## src/rtl/fifo_wr_arbiter.sv

```systemverilog
// rtl/fifo_wr_arbiter.sv - two-producer round-robin burst arbiter in front of a FIFO write port
//
// Purpose: grants FIFO write access to producer A or B in bursts of up to
// BURST_LEN beats (a single beat while the FIFO is almost full), alternating
// on contention and re-arbitrating at burst end without an idle bubble.
//
// Ports:
//   clk, rst_n                - clock, asynchronous active-low reset
//   a_valid, a_data, a_ready  - producer A beat handshake
//   b_valid, b_data, b_ready  - producer B beat handshake
//   fifo_full                 - FIFO cannot accept a push
//   fifo_almost_full          - FIFO at/above almost-full threshold
//   fifo_push, fifo_wdata     - FIFO write strobe and data
//   grant_id                  - current owner (0 = A, 1 = B), valid while busy
//   busy                      - a grant is active
//   stall_count               - saturating count of stalled cycles
module fifo_wr_arbiter #(
  parameter int DATA_WIDTH = 8,
  parameter int BURST_LEN  = 4
) (
  input  logic                  clk,
  input  logic                  rst_n,
  input  logic                  a_valid,
  input  logic [DATA_WIDTH-1:0] a_data,
  output logic                  a_ready,
  input  logic                  b_valid,
  input  logic [DATA_WIDTH-1:0] b_data,
  output logic                  b_ready,
  input  logic                  fifo_full,
  input  logic                  fifo_almost_full,
  output logic                  fifo_push,
  output logic [DATA_WIDTH-1:0] fifo_wdata,
  output logic                  grant_id,
  output logic                  busy,
  output logic [7:0]            stall_count
);

  typedef enum logic [1:0] {
    IDLE    = 2'd0,
    GRANT_A = 2'd1,
    GRANT_B = 2'd2
  } state_t;

  state_t     state, state_nxt;
  logic       last_grant, last_grant_nxt;  // 0 = A, 1 = B
  logic [3:0] beat_cnt, beat_cnt_nxt;

  logic owner_b;
  logic owner_valid;
  logic stall;
  logic burst_end;

  // Round-robin pick: on a tie the producer that did not go last wins.
  function automatic state_t arbitrate(input logic av, input logic bv, input logic lg);
    if (av && bv) return lg ? GRANT_A : GRANT_B;
    else if (av)  return GRANT_A;
    else if (bv)  return GRANT_B;
    else          return IDLE;
  endfunction

  always_comb begin
    owner_b     = (state == GRANT_B);
    owner_valid = owner_b ? b_valid : a_valid;
    busy        = (state != IDLE);
    grant_id    = owner_b;
    a_ready     = (state == GRANT_A) && !fifo_full;
    b_ready     = (state == GRANT_B) && !fifo_full;
    fifo_push   = owner_valid && (a_ready || b_ready);
    fifo_wdata  = owner_b ? b_data : a_data;
    stall       = busy && owner_valid && fifo_full;
    burst_end   = fifo_push && ((beat_cnt == 4'(BURST_LEN - 1)) || fifo_almost_full);
  end

  always_comb begin
    state_nxt      = state;
    last_grant_nxt = last_grant;
    beat_cnt_nxt   = beat_cnt;
    case (state)
      IDLE: begin
        state_nxt    = arbitrate(a_valid, b_valid, last_grant);
        beat_cnt_nxt = 4'd0;
      end
      GRANT_A, GRANT_B: begin
        if (!owner_valid) begin
          // Owner went quiet: hand over now, counting the owner as last served.
          state_nxt      = arbitrate(a_valid, b_valid, owner_b);
          last_grant_nxt = owner_b;
          beat_cnt_nxt   = 4'd0;
        end else if (fifo_full) begin
          // Stall: hold everything.
        end else if (burst_end) begin
          // Owner's valid is high here, so it stays eligible if the other is idle.
          state_nxt      = arbitrate(owner_b ? a_valid : 1'b1,
                                     owner_b ? 1'b1 : b_valid,
                                     owner_b);
          last_grant_nxt = owner_b;
          beat_cnt_nxt   = 4'd0;
        end else begin
          beat_cnt_nxt = beat_cnt + 4'd1;
        end
      end
      default: begin
        state_nxt    = IDLE;
        beat_cnt_nxt = 4'd0;
      end
    endcase
  end

  always_ff @(posedge clk or negedge rst_n) begin
    if (!rst_n) begin
      state       <= IDLE;
      last_grant  <= 1'b1;  // B counts as last so A wins the first tie
      beat_cnt    <= 4'd0;
      stall_count <= 8'd0;
    end else begin
      state      <= state_nxt;
      last_grant <= last_grant_nxt;
      beat_cnt   <= beat_cnt_nxt;
      if (stall && (stall_count != 8'hFF)) begin
        stall_count <= stall_count + 8'd1;
      end
    end
  end

endmodule

```

## config.mk

```make
export PLATFORM = sky130hd
export DESIGN_NAME = fifo_wr_arbiter
export DESIGN_NICKNAME = d
export VERILOG_FILES = /design/src/rtl/fifo_wr_arbiter.sv
export SDC_FILE = /design/constraint.sdc
export NUM_CORES = 1
export LEC_CHECK = 0
export BUFFER_PORTS_ARGS = -buffer_cell sky130_fd_sc_hd__buf_2
export CAP_MARGIN = 0
export CORE_MARGIN = 1
export CORE_UTILIZATION = 50
export CTS_CLUSTER_DIAMETER = 80
export CTS_CLUSTER_SIZE = 25
export DETAILED_ROUTE_END_ITERATION = 7
export PLACE_DENSITY = 0.81
export SYNTH_ARGS = -nofsm -noshare
export SYNTH_HDL_FRONTEND = slang
export SYNTH_SLANG_ARGS = --single-unit
```

## constraint.sdc

```tcl
create_clock -name clk -period 4 [get_ports clk]
set_clock_uncertainty 0.05 [all_clocks]
set_input_delay 1.2 -clock clk [delete_from_list [all_inputs] [get_ports clk]]
set_output_delay 1.2 -clock clk [all_outputs]
set_load 0.03 [all_outputs]
```

==> results of run 1 <==
-- layer usage --
layer	global-route usage	part of all wire	up-vias
li1	-	-	459
met1	0.250	0.43	455
met2	0.435	0.50	52
met3	0.0264	0.057	2
met4	0.139	0.012	0
met5	0	0	-
-- cells by family (layout without fill, tap and decap cells) --
logic type,count (synthesis),in the layout,synth area share
fa+ha+maj,6,6,0.0711
flops,15,15,0.357
compound gates,14,14,0.0971
buf+inv,9,51,0.0427
simple gates,39,39,0.219
xor+xnor,5,5,0.0415
mux,16,16,0.172
-- synthesized netlist by cell type, types with 3 or more instances --
cell type and instances:
dfrtp_1 14, nand3_1 4, mux2_2 12, nor2_1 5, nand2_1 10, xor2_1 4
inv_1 5, ha_1 6, o21ai_0 3, nand4_1 3, nand3b_1 4, nor2b_1 3
-- layout make-up --
cell class,instances,area [sq um],share of cell area
multi-input cells,80,634,0.488
repair buffers,42,210,0.162
well taps,27,33.8,0.0260
inverters,5,18.8,0.0144
clock buffers,4,26.3,0.0202
flip-flops and latches,15,377,0.290
-- flip-flops by register name, summed over array words and instances, names as in the netlist --
register     cells
state            2
beat_cnt         4
last_grant       1
stall_count      8
-- per-stage QoR --
stage | worst slack [ns] | total power [mW] | utilization | cells | hold slack (ns)
floorplan | 0.862 | 0.644 | - | 104 | 0.492
global placement | 0.891 | 0.745 | 0.643 | 169 | 0.447
detailed placement | 0.877 | 0.771 | 0.643 | 169 | 0.461
CTS | 0.759 | 0.857 | 0.656 | 173 | 0.474
global route | 0.613 | 0.915 | 0.656 | 173 | 0.495
finish | 0.753 | 0.858 | 0.656 | 173 | 0.474
-- power by group through the flow --
stage	clock, mW	sequential (mW)	combinational, mW
finish	0.0882	0.247	0.522
global route	0.0964	0.255	0.564
CTS	0.0887	0.247	0.522
detailed placement	0	0.249	0.521
global placement	0	0.243	0.502
floorplan	0	0.289	0.355
-- cells in the final DEF, fill, tap and decap left out, types with 2 or more instances in the layout --
master    count
a21oi_1       2
a22oi_1       2
buf_2        42
clkbuf_4      3
dfrtp_1      14
ha_1          6
inv_1         5
mux2_2       12
mux2i_1       2
nand2_1      10
nand3_1       4
nand3b_1      4
nand4_1       3
nor2_1        5
nor2b_1       3
nor3_1        2
nor4_2        2
o21ai_0       3
o22ai_1       2
xor2_1        4
-- final timing paths --
kind,startpoint,to,slack (ns),cells after the start
max in group asynchronous,rst_n,last_grant,2.84,1
worst min register to register,stall_count[5],stall_count[5],0.47,1
worst min-delay path,stall_count[5],stall_count[5],0.47,1
min in group asynchronous,rst_n,stall_count[3],0.76,1
worst max-delay path,state[0],fifo_wdata[2],0.75,4
worst max register to register,state[0],stall_count[6],1.57,6
==> flow_metrics.py, run 1 <==
metrics = {
    "run_status": {
        "outcome": "completed",
    },
    "cts": {
        "clk_path_buf_depth": 2,
        "cts.reportedPaths.clkPinSlew_ns": 0.10,
        "ctsHoldBuffers": 0,
        "clkLatencyLatePin_ns": 0.28,
        "cts_root_buffer": "clkbuf_4",
        "cts_resized": 0,
        "cts_htree_levels": 1,
        "post-cts-setup-buffer-count": 0,
        "cts_inserted_buffers": 3,
        "clock-sinks": 15,
        "cts_tree": "yes",
    },
    "logic_synthesis": {
        "syn_area_sq_um": 1060,
        "yosys_warnings": 0,
        "synth_nets": 132,
        "ys_ff_latch": 15,
        "synth.avg_cell_area_sq_um": 10.2,
        "synth_flop_cell": "dfrtp_1",
        "async_reset_ff_frac": 1.00,
        "syn_inst": 104,
        "synth_cell_types": 36,
        "synth_enable_flop_cells": 0,
        "netlist.area_leader.share": 0.332,
        "synthDominantAreaCellType": "dfrtp_1",
        "yosys-top-cells-area": "dfrtp_1 (33%), mux2_2 (13%), ha_1 (7.1%)",
        "yosysSeqAreaShare": 0.357,
    },
    "critical_path": {
        "critPathBufInv": 2,
        "crit_slowest_cell": "ha_1",
        "worst_ep_required_time_ns": 2.75,
        "cpLargestDelayFamily": "adder cells",
        "max_stage_delay_ns": 0.60,
        "path_class": "register to primary output",
        "cp_max_fo": 18,
        "worstPathArrival_ns": 2.00,
        "cp_cell_sequence": "inv_1, ha_1, mux2_2, buf_2",
        "crit_path_start_kind": "register",
        "critPathCaptureType": "primary output",
    },
    "detailed_routing": {
        "first_pass_iters": 5,
        "via_count": 968,
        "drcViolationCount": 0,
        "drtIter0Drc": 12,
        "wl_per_cell_microns": 13.5,
        "antenna_left": 0,
        "wl_microns": 2330,
        "vias_per_cell": 5.60,
    },
    "die": {
        "fp.dieH_microns": 48.0,
        "rows": 16,
        "die_area_sq_um": 2300,
        "dieWidth_microns": 48.0,
        "start_util": 0.533,
        "core_area_sq_um": 1980,
        "io_pins": 43,
    },
    "pwr": {
        "p_leak_nw": 0.643,
        "ir_worst_vdd_mv": 0.421,
        "p_comb_frac": 0.609,
        "internal-power_mw": 0.429,
        "power_density_nw_per_um2": 660,
        "p_seq_frac": 0.288,
        "swShare": 0.500,
        "switchingPower_mw": 0.429,
        "clockPowerShare": 0.103,
    },
    "hold_path": {
        "hold_path_class": "register to register",
    },
    "finish": {
        "nFillCells": 167,
        "stdcell_area_sq_um": 1300,
        "antenna-diode-count": 0,
        "layout-drive-gt1-share": 0.459,
        "fin_nets": 175,
        "areaGrowthSynthToFinish_pct": 23.1,
    },
    "sta": {
        "finalHoldViolCount": 0,
        "period_minus_slack_ns": 3.25,
        "rsz0062_at_grt": "no",
        "setup_violations": 0,
        "fin_setup_tns_ns": 0,
        "slew_headroom": 0.554,
        "tightestPinTransition_ns": 0.669,
        "min_period_over_period": 0.812,
        "drv_slew": 0,
        "max_freq_ghz": 0.308,
    },
    "placed_design": {
        "numPortBuffers": 42,
        "post_dp_cell_area_sq_um": 1270,
        "place.gp.congestion": 0.799,
        "dpl.hpwl_microns": 1810,
    },
    "global_routing": {
        "grt_max_degree": 19,
        "grt_pass1_vias": 880,
        "grt_pass1_wl_microns": 3630,
        "gr-usage-all-layers": 0.234,
        "antenna_found_initial": 0,
        "gr-total-overflow": 0,
    },
    "run": {
        "drv_cap": 0,
    },
}
Note: power is estimated with default switching activity, not from simulation.
==> inputs of run 2 (changes only) <==
--- a/config.mk
+++ b/config.mk
@@ -5,14 +5,15 @@
 export SDC_FILE = /design/constraint.sdc
 export NUM_CORES = 1
 export LEC_CHECK = 0
+export ABC_AREA = 1
 export BUFFER_PORTS_ARGS = -buffer_cell sky130_fd_sc_hd__buf_2
 export CAP_MARGIN = 0
 export CORE_MARGIN = 1
-export CORE_UTILIZATION = 50
+export CORE_UTILIZATION = 43
 export CTS_CLUSTER_DIAMETER = 80
 export CTS_CLUSTER_SIZE = 25
 export DETAILED_ROUTE_END_ITERATION = 7
-export PLACE_DENSITY = 0.81
+export PLACE_DENSITY = 0.74
 export SYNTH_ARGS = -nofsm -noshare
 export SYNTH_HDL_FRONTEND = slang
 export SYNTH_SLANG_ARGS = --single-unit
==> constraint.sdc (replaced) <==
create_clock -name clk -period 2.93 [get_ports clk]
set_clock_uncertainty 0.05 [all_clocks]
set_input_delay 0.879 -clock clk [delete_from_list [all_inputs] [get_ports clk]]
set_output_delay 0.879 -clock clk [all_outputs]
set_load 0.03 [all_outputs]
==> run 2 against run 1 <==
  * Combinational power up 42%
  * Synthesized cell count up 50%
  * Die area up 17%
  * Cell count up 31%
  * Design area up 2.0%
  * Clock power up 35%
  * Largest power group unchanged
==> flow_metrics.py, run 2 <==
metrics = {
    "pwr": {
        "ir_worst_vdd_mv": 0.527,
        "internal-power_mw": 0.548,
        "swShare": 0.538,
        "p_comb_frac": 0.624,
        "p_leak_nw": 0.757,
        "p_seq_frac": 0.276,
        "switchingPower_mw": 0.639,
        "clockPowerShare": 0.100,
        "p_total_mw": 1.19,
        "power_density_nw_per_um2": 895,
    },
    "finish": {
        "stdcell_area_sq_um": 1330,
        "final_cell_mix": "nand2_1 (67), buf_2 (42), inv_1 (15)",
        "fin_nets": 228,
        "final_common_cell": "nand2_1",
        "antenna-diode-count": 0,
        "final_cells": 227,
        "regMostFlops": "stall_count",
        "nFillCells": 235,
        "reg_top3": "stall_count: 8 flops, beat_cnt: 4 flops, state: 2 flops",
        "layout-drive-gt1-share": 0.296,
        "largest_reg_flops": 8,
        "areaGrowthSynthToFinish_pct": 23.8,
    },
    "die": {
        "fp.dieH_microns": 51.9,
        "io_pins": 43,
        "start_util": 0.471,
        "dieWidth_microns": 51.9,
        "rows": 17,
        "die_area_sq_um": 2690,
        "core_area_sq_um": 2280,
    },
    "logic_synthesis": {
        "synth_top_family_by_area": "simple AND/OR/NAND/NOR gates",
        "netlist_top_cells_count": "nand2_1 (67), inv_1 (15), dfrtp_1 (14)",
        "synthDominantAreaCellType": "dfrtp_1",
        "synth_compound_area_frac": 0.0818,
        "async_reset_ff_frac": 1.00,
        "synth_enable_flop_cells": 0,
        "synth_flop_cell": "dfrtp_1",
        "synth_cell_types": 21,
        "syn_inst": 156,
        "synth.avg_cell_area_sq_um": 6.87,
        "yosysMostFrequentCell": "nand2_1",
        "yosysSeqAreaShare": 0.352,
        "netlist.area_leader.share": 0.327,
        "synth_xor_xnor_area_share": 0.0561,
        "syn_area_sq_um": 1070,
        "yosys_warnings": 0,
        "ys_ff_latch": 15,
        "synthSimpleGateAreaFrac": 0.366,
        "yosys-top-cells-area": "dfrtp_1 (33%), nand2_1 (23%), ha_1 (7.0%)",
        "synthAdderAreaFrac": 0.0701,
        "synth.area.mux_share": 0,
        "synth_nets": 184,
    },
    "cts": {
        "cts_root_buffer": "clkbuf_4",
        "post-cts-setup-buffer-count": 0,
        "cts_resized": 0,
        "cts_tree": "yes",
        "clkLatencyLatePin_ns": 0.29,
        "ctsHoldBuffers": 0,
        "cts_inserted_buffers": 3,
        "clock-sinks": 15,
        "clk_path_buf_depth": 2,
        "cts.reportedPaths.clkPinSlew_ns": 0.09,
        "cts_htree_levels": 1,
    },
    "placed_design": {
        "post_dp_cell_area_sq_um": 1300,
        "dpl.cell_count": 223,
        "place.gp.congestion": 0.866,
        "numPortBuffers": 42,
        "dpl.hpwl_microns": 1930,
    },
    "sta": {
        "setup_violations": 0,
        "min_period_over_period": 0.943,
        "tightestPinTransition_ns": 0.336,
        "slew_headroom": 0.776,
        "finalHoldViolCount": 0,
        "period_minus_slack_ns": 2.76,
        "drv_slew": 0,
        "max_freq_ghz": 0.362,
    },
    "hold_path": {
        "hold_path_class": "input port to async pin",
    },
    "run_status": {
        "outcome": "completed",
    },
    "detailed_routing": {
        "drcViolationCount": 0,
        "via_count": 1087,
        "wl_per_cell_microns": 11.0,
        "wl_microns": 2490,
        "vias_per_cell": 4.79,
        "drtIter0Drc": 19,
        "first_pass_iters": 4,
        "antenna_left": 0,
    },
    "critical_path": {
        "crit_path_start_kind": "register",
        "worst_ep_required_time_ns": 2.00,
        "cp_max_fo": 13,
        "worstPathArrival_ns": 1.83,
        "critPathCaptureType": "primary output",
        "path_class": "register to primary output",
    },
    "global_routing": {
        "gr-total-overflow": 0,
        "grt_max_degree": 16,
        "grt_pass1_wl_microns": 4200,
        "antenna_found_initial": 0,
        "grt_pass1_vias": 1004,
        "gr-usage-all-layers": 0.210,
    },
    "run": {
        "drv_cap": 0,
    },
}
run 2: cell count changes after synthesis, sizes merged, moves of 5 or more:
cell   previous run  this run
mux2             14         0
inv               5        16
nor2              5        11
a21oi             2         8
nand2            11        72
xnor2             1         6
run 2: per-layer routing:
metal  up-vias  share of wire  global-route usage
li1        572              -                   -
met1       490           0.44               0.247
met2        20           0.52               0.374
met3         5          0.033              0.0585
met4         0         0.0088              0.0450
met5         -              0                   0
run 2: through the flow:
step | util | TNS (ns) | hold slack [ns] | worst slack [ns]
3_5_place_dp | 0.570 | 0 | 0.450 | 0.350
2_1_floorplan | - | 0 | 0.420 | 0.429
4_1_cts | 0.582 | 0 | 0.430 | 0.0169
3_3_place_gp | 0.570 | 0 | 0.459 | 0.412
5_1_grt | 0.583 | -0.00433 | 0.449 | -0.00433
6_report | 0.583 | 0 | 0.428 | 0.167
run 2: final timing paths:
| path | depth (start not counted) | start | slack, ns | to |
|---|---|---|---|---|
| max in group asynchronous | 1 | rst_n | 2.11 | last_grant |
| setup / recovery | 7 | state[0] | 0.17 | fifo_push |
| hold / removal | 1 | rst_n | 0.43 | stall_count[5] |
| setup reg to reg | 11 | state[0] | 0.97 | stall_count[6] |
| min in group clk | 2 | last_grant | 0.46 | last_grant |
| hold reg to reg | 2 | last_grant | 0.46 | last_grant |
run 2: critical path: stages (launching register included):
cell and delay [ns]:
dfrtp_1 0.42, inv_1 0.10, ha_2 0.33, inv_2 0.16, nand2_2 0.10, nand2_4 0.07, and2_2 0.19, buf_2 0.17
run 2: kinds of logic (layout without fill, tap and decap cells):
kind of cell,Yosys count,after routing
buffers and inverters,19,62
AND/OR/NAND/NOR,94,94
XOR/XNOR,6,6
AO/OA/AOI/OAI,16,16
flip-flops,15,15
adder cells (fa/ha/maj),6,6
run 2: final cells by class:
class | count | area (sq um) | share of cell area
multi-input cells | 122 | 617 | 0.465
clock inverters | 1 | 5.00 | 0.00377
inverters | 16 | 60.1 | 0.0453
clock buffers | 3 | 22.5 | 0.0170
flip-flops and latches | 15 | 377 | 0.284
repair buffers | 42 | 210 | 0.158
well taps | 28 | 35.0 | 0.0264
run 2: power groups by stage:
stage / registers, mW / clock network, mW / logic, mW
CTS: 0.328 / 0.126 / 0.740
global route: 0.340 / 0.132 / 0.826
global placement: 0.327 / 0 / 0.718
floorplan: 0.373 / 0 / 0.515
detailed placement: 0.331 / 0 / 0.738
finish: 0.328 / 0.119 / 0.740
==> inputs of run 3 (changes only) <==
--- a/config.mk
+++ b/config.mk
@@ -6,14 +6,16 @@
 export NUM_CORES = 1
 export LEC_CHECK = 0
 export ABC_AREA = 1
+export ABC_CLOCK_PERIOD_IN_PS = 2930
 export BUFFER_PORTS_ARGS = -buffer_cell sky130_fd_sc_hd__buf_2
 export CAP_MARGIN = 0
 export CORE_MARGIN = 1
 export CORE_UTILIZATION = 43
+export CTS_BUF_LIST = sky130_fd_sc_hd__clkbuf_16
 export CTS_CLUSTER_DIAMETER = 80
 export CTS_CLUSTER_SIZE = 25
 export DETAILED_ROUTE_END_ITERATION = 7
-export PLACE_DENSITY = 0.74
+export PLACE_DENSITY = 0.75
 export SYNTH_ARGS = -nofsm -noshare
 export SYNTH_HDL_FRONTEND = slang
 export SYNTH_SLANG_ARGS = --single-unit
==> run 3 against run 2 <==
  * Critical path depth did not move
  * First-iteration DRC count fell by 37%
  * Sequential share of layout area fell by 1.1 points
  * Power rose by 12%
==> flow_metrics.py, run 3 (synthesis results as in run 2) <==
metrics = {
    "run_status": {
        "outcome": "completed",
    },
    "cts": {
        "cts_inserted_buffers": 3,
        "clock-sinks": 15,
        "clk_path_buf_depth": 2,
        "cts_htree_levels": 1,
        "cts_tree": "yes",
        "clkLatencyLatePin_ns": 0.24,
        "cts_resized": 0,
        "cts_root_buffer": "clkbuf_16",
        "post-cts-setup-buffer-count": 0,
        "ctsHoldBuffers": 0,
        "cts.reportedPaths.clkPinSlew_ns": 0.05,
    },
    "critical_path": {
        "critPathCaptureType": "primary output",
        "cpLargestDelayFamily": "buffers and inverters",
        "ff2ff_path_depth": 11,
        "timing.rr.end": "stall_count[6]",
        "worstPathArrival_ns": 1.77,
        "path_class": "register to primary output",
        "crit_path_start_kind": "register",
        "cp_max_fo": 13,
        "max_stage_delay_ns": 0.42,
        "r2r_slack_ns": 0.99,
        "r2r-start": "state[0]",
        "crit_slowest_cell": "dfrtp_1",
        "cp_cell_sequence": "inv_1, ha_2, inv_2, nand2_2, nand2_4, and2_2, buf_2",
        "critPathBufInv": 3,
        "worst_ep_required_time_ns": 2.00,
    },
    "sta": {
        "min_period_over_period": 0.920,
        "rsz0062_at_grt": "no",
        "max_freq_ghz": 0.371,
        "setup_violations": 0,
        "period_minus_slack_ns": 2.70,
        "tightestPinTransition_ns": 0.332,
        "finalHoldViolCount": 0,
        "drv_slew": 0,
        "slew_headroom": 0.779,
        "fin_setup_tns_ns": 0,
        "setup_ws_ns": 0.234,
    },
    "pwr": {
        "internal-power_mw": 0.680,
        "swShare": 0.489,
        "p_seq_frac": 0.248,
        "p_comb_frac": 0.556,
        "clockPowerShare": 0.196,
        "ir_worst_vdd_mv": 0.573,
        "power_density_nw_per_um2": 965,
        "p_leak_nw": 0.782,
        "switchingPower_mw": 0.649,
    },
    "hold_path": {
        "hold_path_class": "register to register",
        "min_from": "last_grant",
        "min_to": "last_grant",
        "min_path_cells": 2,
    },
    "finish": {
        "final_cells": 227,
        "reg_top3": "stall_count: 8 flops, beat_cnt: 4 flops, state: 2 flops",
        "antenna-diode-count": 0,
        "multi_input_area_sq_um": 617,
        "seqCellArea_sq_um": 377,
        "largest_reg_flops": 8,
        "final_common_cell": "nand2_1",
        "layout-drive-gt1-share": 0.291,
        "areaGrowthSynthToFinish_pct": 28.6,
        "fin_nets": 228,
        "regMostFlops": "stall_count",
        "final_cell_mix": "nand2_1 (67), buf_2 (42), inv_1 (16)",
        "nFillCells": 215,
    },
    "die": {
        "core_area_sq_um": 2280,
        "rows": 17,
        "dieWidth_microns": 51.9,
        "io_pins": 43,
        "start_util": 0.471,
        "fp.dieH_microns": 51.9,
        "die_area_sq_um": 2690,
    },
    "placed_design": {
        "dpl.hpwl_microns": 1920,
        "dpl.cell_count": 223,
        "numPortBuffers": 42,
        "post-place-ws_ns": 0.363,
        "place.gp.congestion": 0.850,
    },
    "detailed_routing": {
        "vias_per_cell": 4.72,
        "wl_per_cell_microns": 10.8,
        "first_pass_iters": 4,
        "drcViolationCount": 0,
        "drtIter0Drc": 12,
        "via_count": 1071,
        "antenna_left": 0,
        "wl_microns": 2460,
    },
    "global_routing": {
        "gr-total-overflow": 0,
        "grt_pass1_vias": 956,
        "gr-usage-all-layers": 0.200,
        "grt_max_degree": 16,
        "grt_pass1_wl_microns": 4000,
        "antenna_found_initial": 0,
    },
    "run": {
        "drv_cap": 0,
    },
}
run 3: cell types whose count changed in the layout (fill, tap and decap cells not counted):
cell and delta:
clkbuf_16 +3, clkbuf_4 -3, clkinv_2 -1, inv_1 +1
run 3: worst max-delay path by stage:
stage / startpoint / endpoint / slack, ns / cells after the start
finish: state[0] / fifo_push / 0.23 / 7
global route: state[0] / fifo_push / 0.13 / 7
global placement: state[0] / fifo_push / 0.42 / 7
detailed placement: state[0] / fifo_push / 0.36 / 7
CTS: state[0] / fifo_push / 0.09 / 7
floorplan: state[0] / b_ready / 0.43 / 5
run 3: metal layers:
layer	track usage	wire, microns
met2	0.353	1260
met5	0	0
met4	0.0315	8
met1	0.243	1080
met3	0.0585	112
run 3: final cells by class:
cell class / instances / share of cell area
multi-input cells: 122 / 0.448
flip-flops and latches: 15 / 0.273
repair buffers: 42 / 0.153
clock buffers: 3 / 0.0545
inverters: 16 / 0.0436
well taps: 28 / 0.0254
clock inverters: 1 / 0.00272
run 3: worst reg2reg max path: cells and delay by family (launching register included):
kind | cells | cell delay [ns]
buffers and inverters | 3 | 0.41
adders and majority gates | 1 | 0.32
and+or+nand+nor | 7 | 0.62
DFF | 1 | 0.42
run 3: power by group through the flow:
stage               Clock (mW)  Sequential, mW  Combinational [mW]
floorplan                    0           0.373               0.515
global placement             0           0.327               0.717
detailed placement           0           0.333               0.735
CTS                      0.264           0.332               0.740
global route             0.270           0.341               0.821
finish                   0.260           0.330               0.739
run 3: per-stage QoR:
stage | util | total power, mW | cell area [sq um] | hold slack (ns)
after global routing | 0.605 | 1.43 | 1380 | 0.492
after detailed placement | 0.570 | 1.07 | 1300 | 0.445
final | 0.605 | 1.33 | 1380 | 0.450
after global placement | 0.570 | 1.04 | 1300 | 0.458
after CTS | 0.604 | 1.34 | 1380 | 0.453
after floorplan | - | 0.887 | 1070 | 0.420
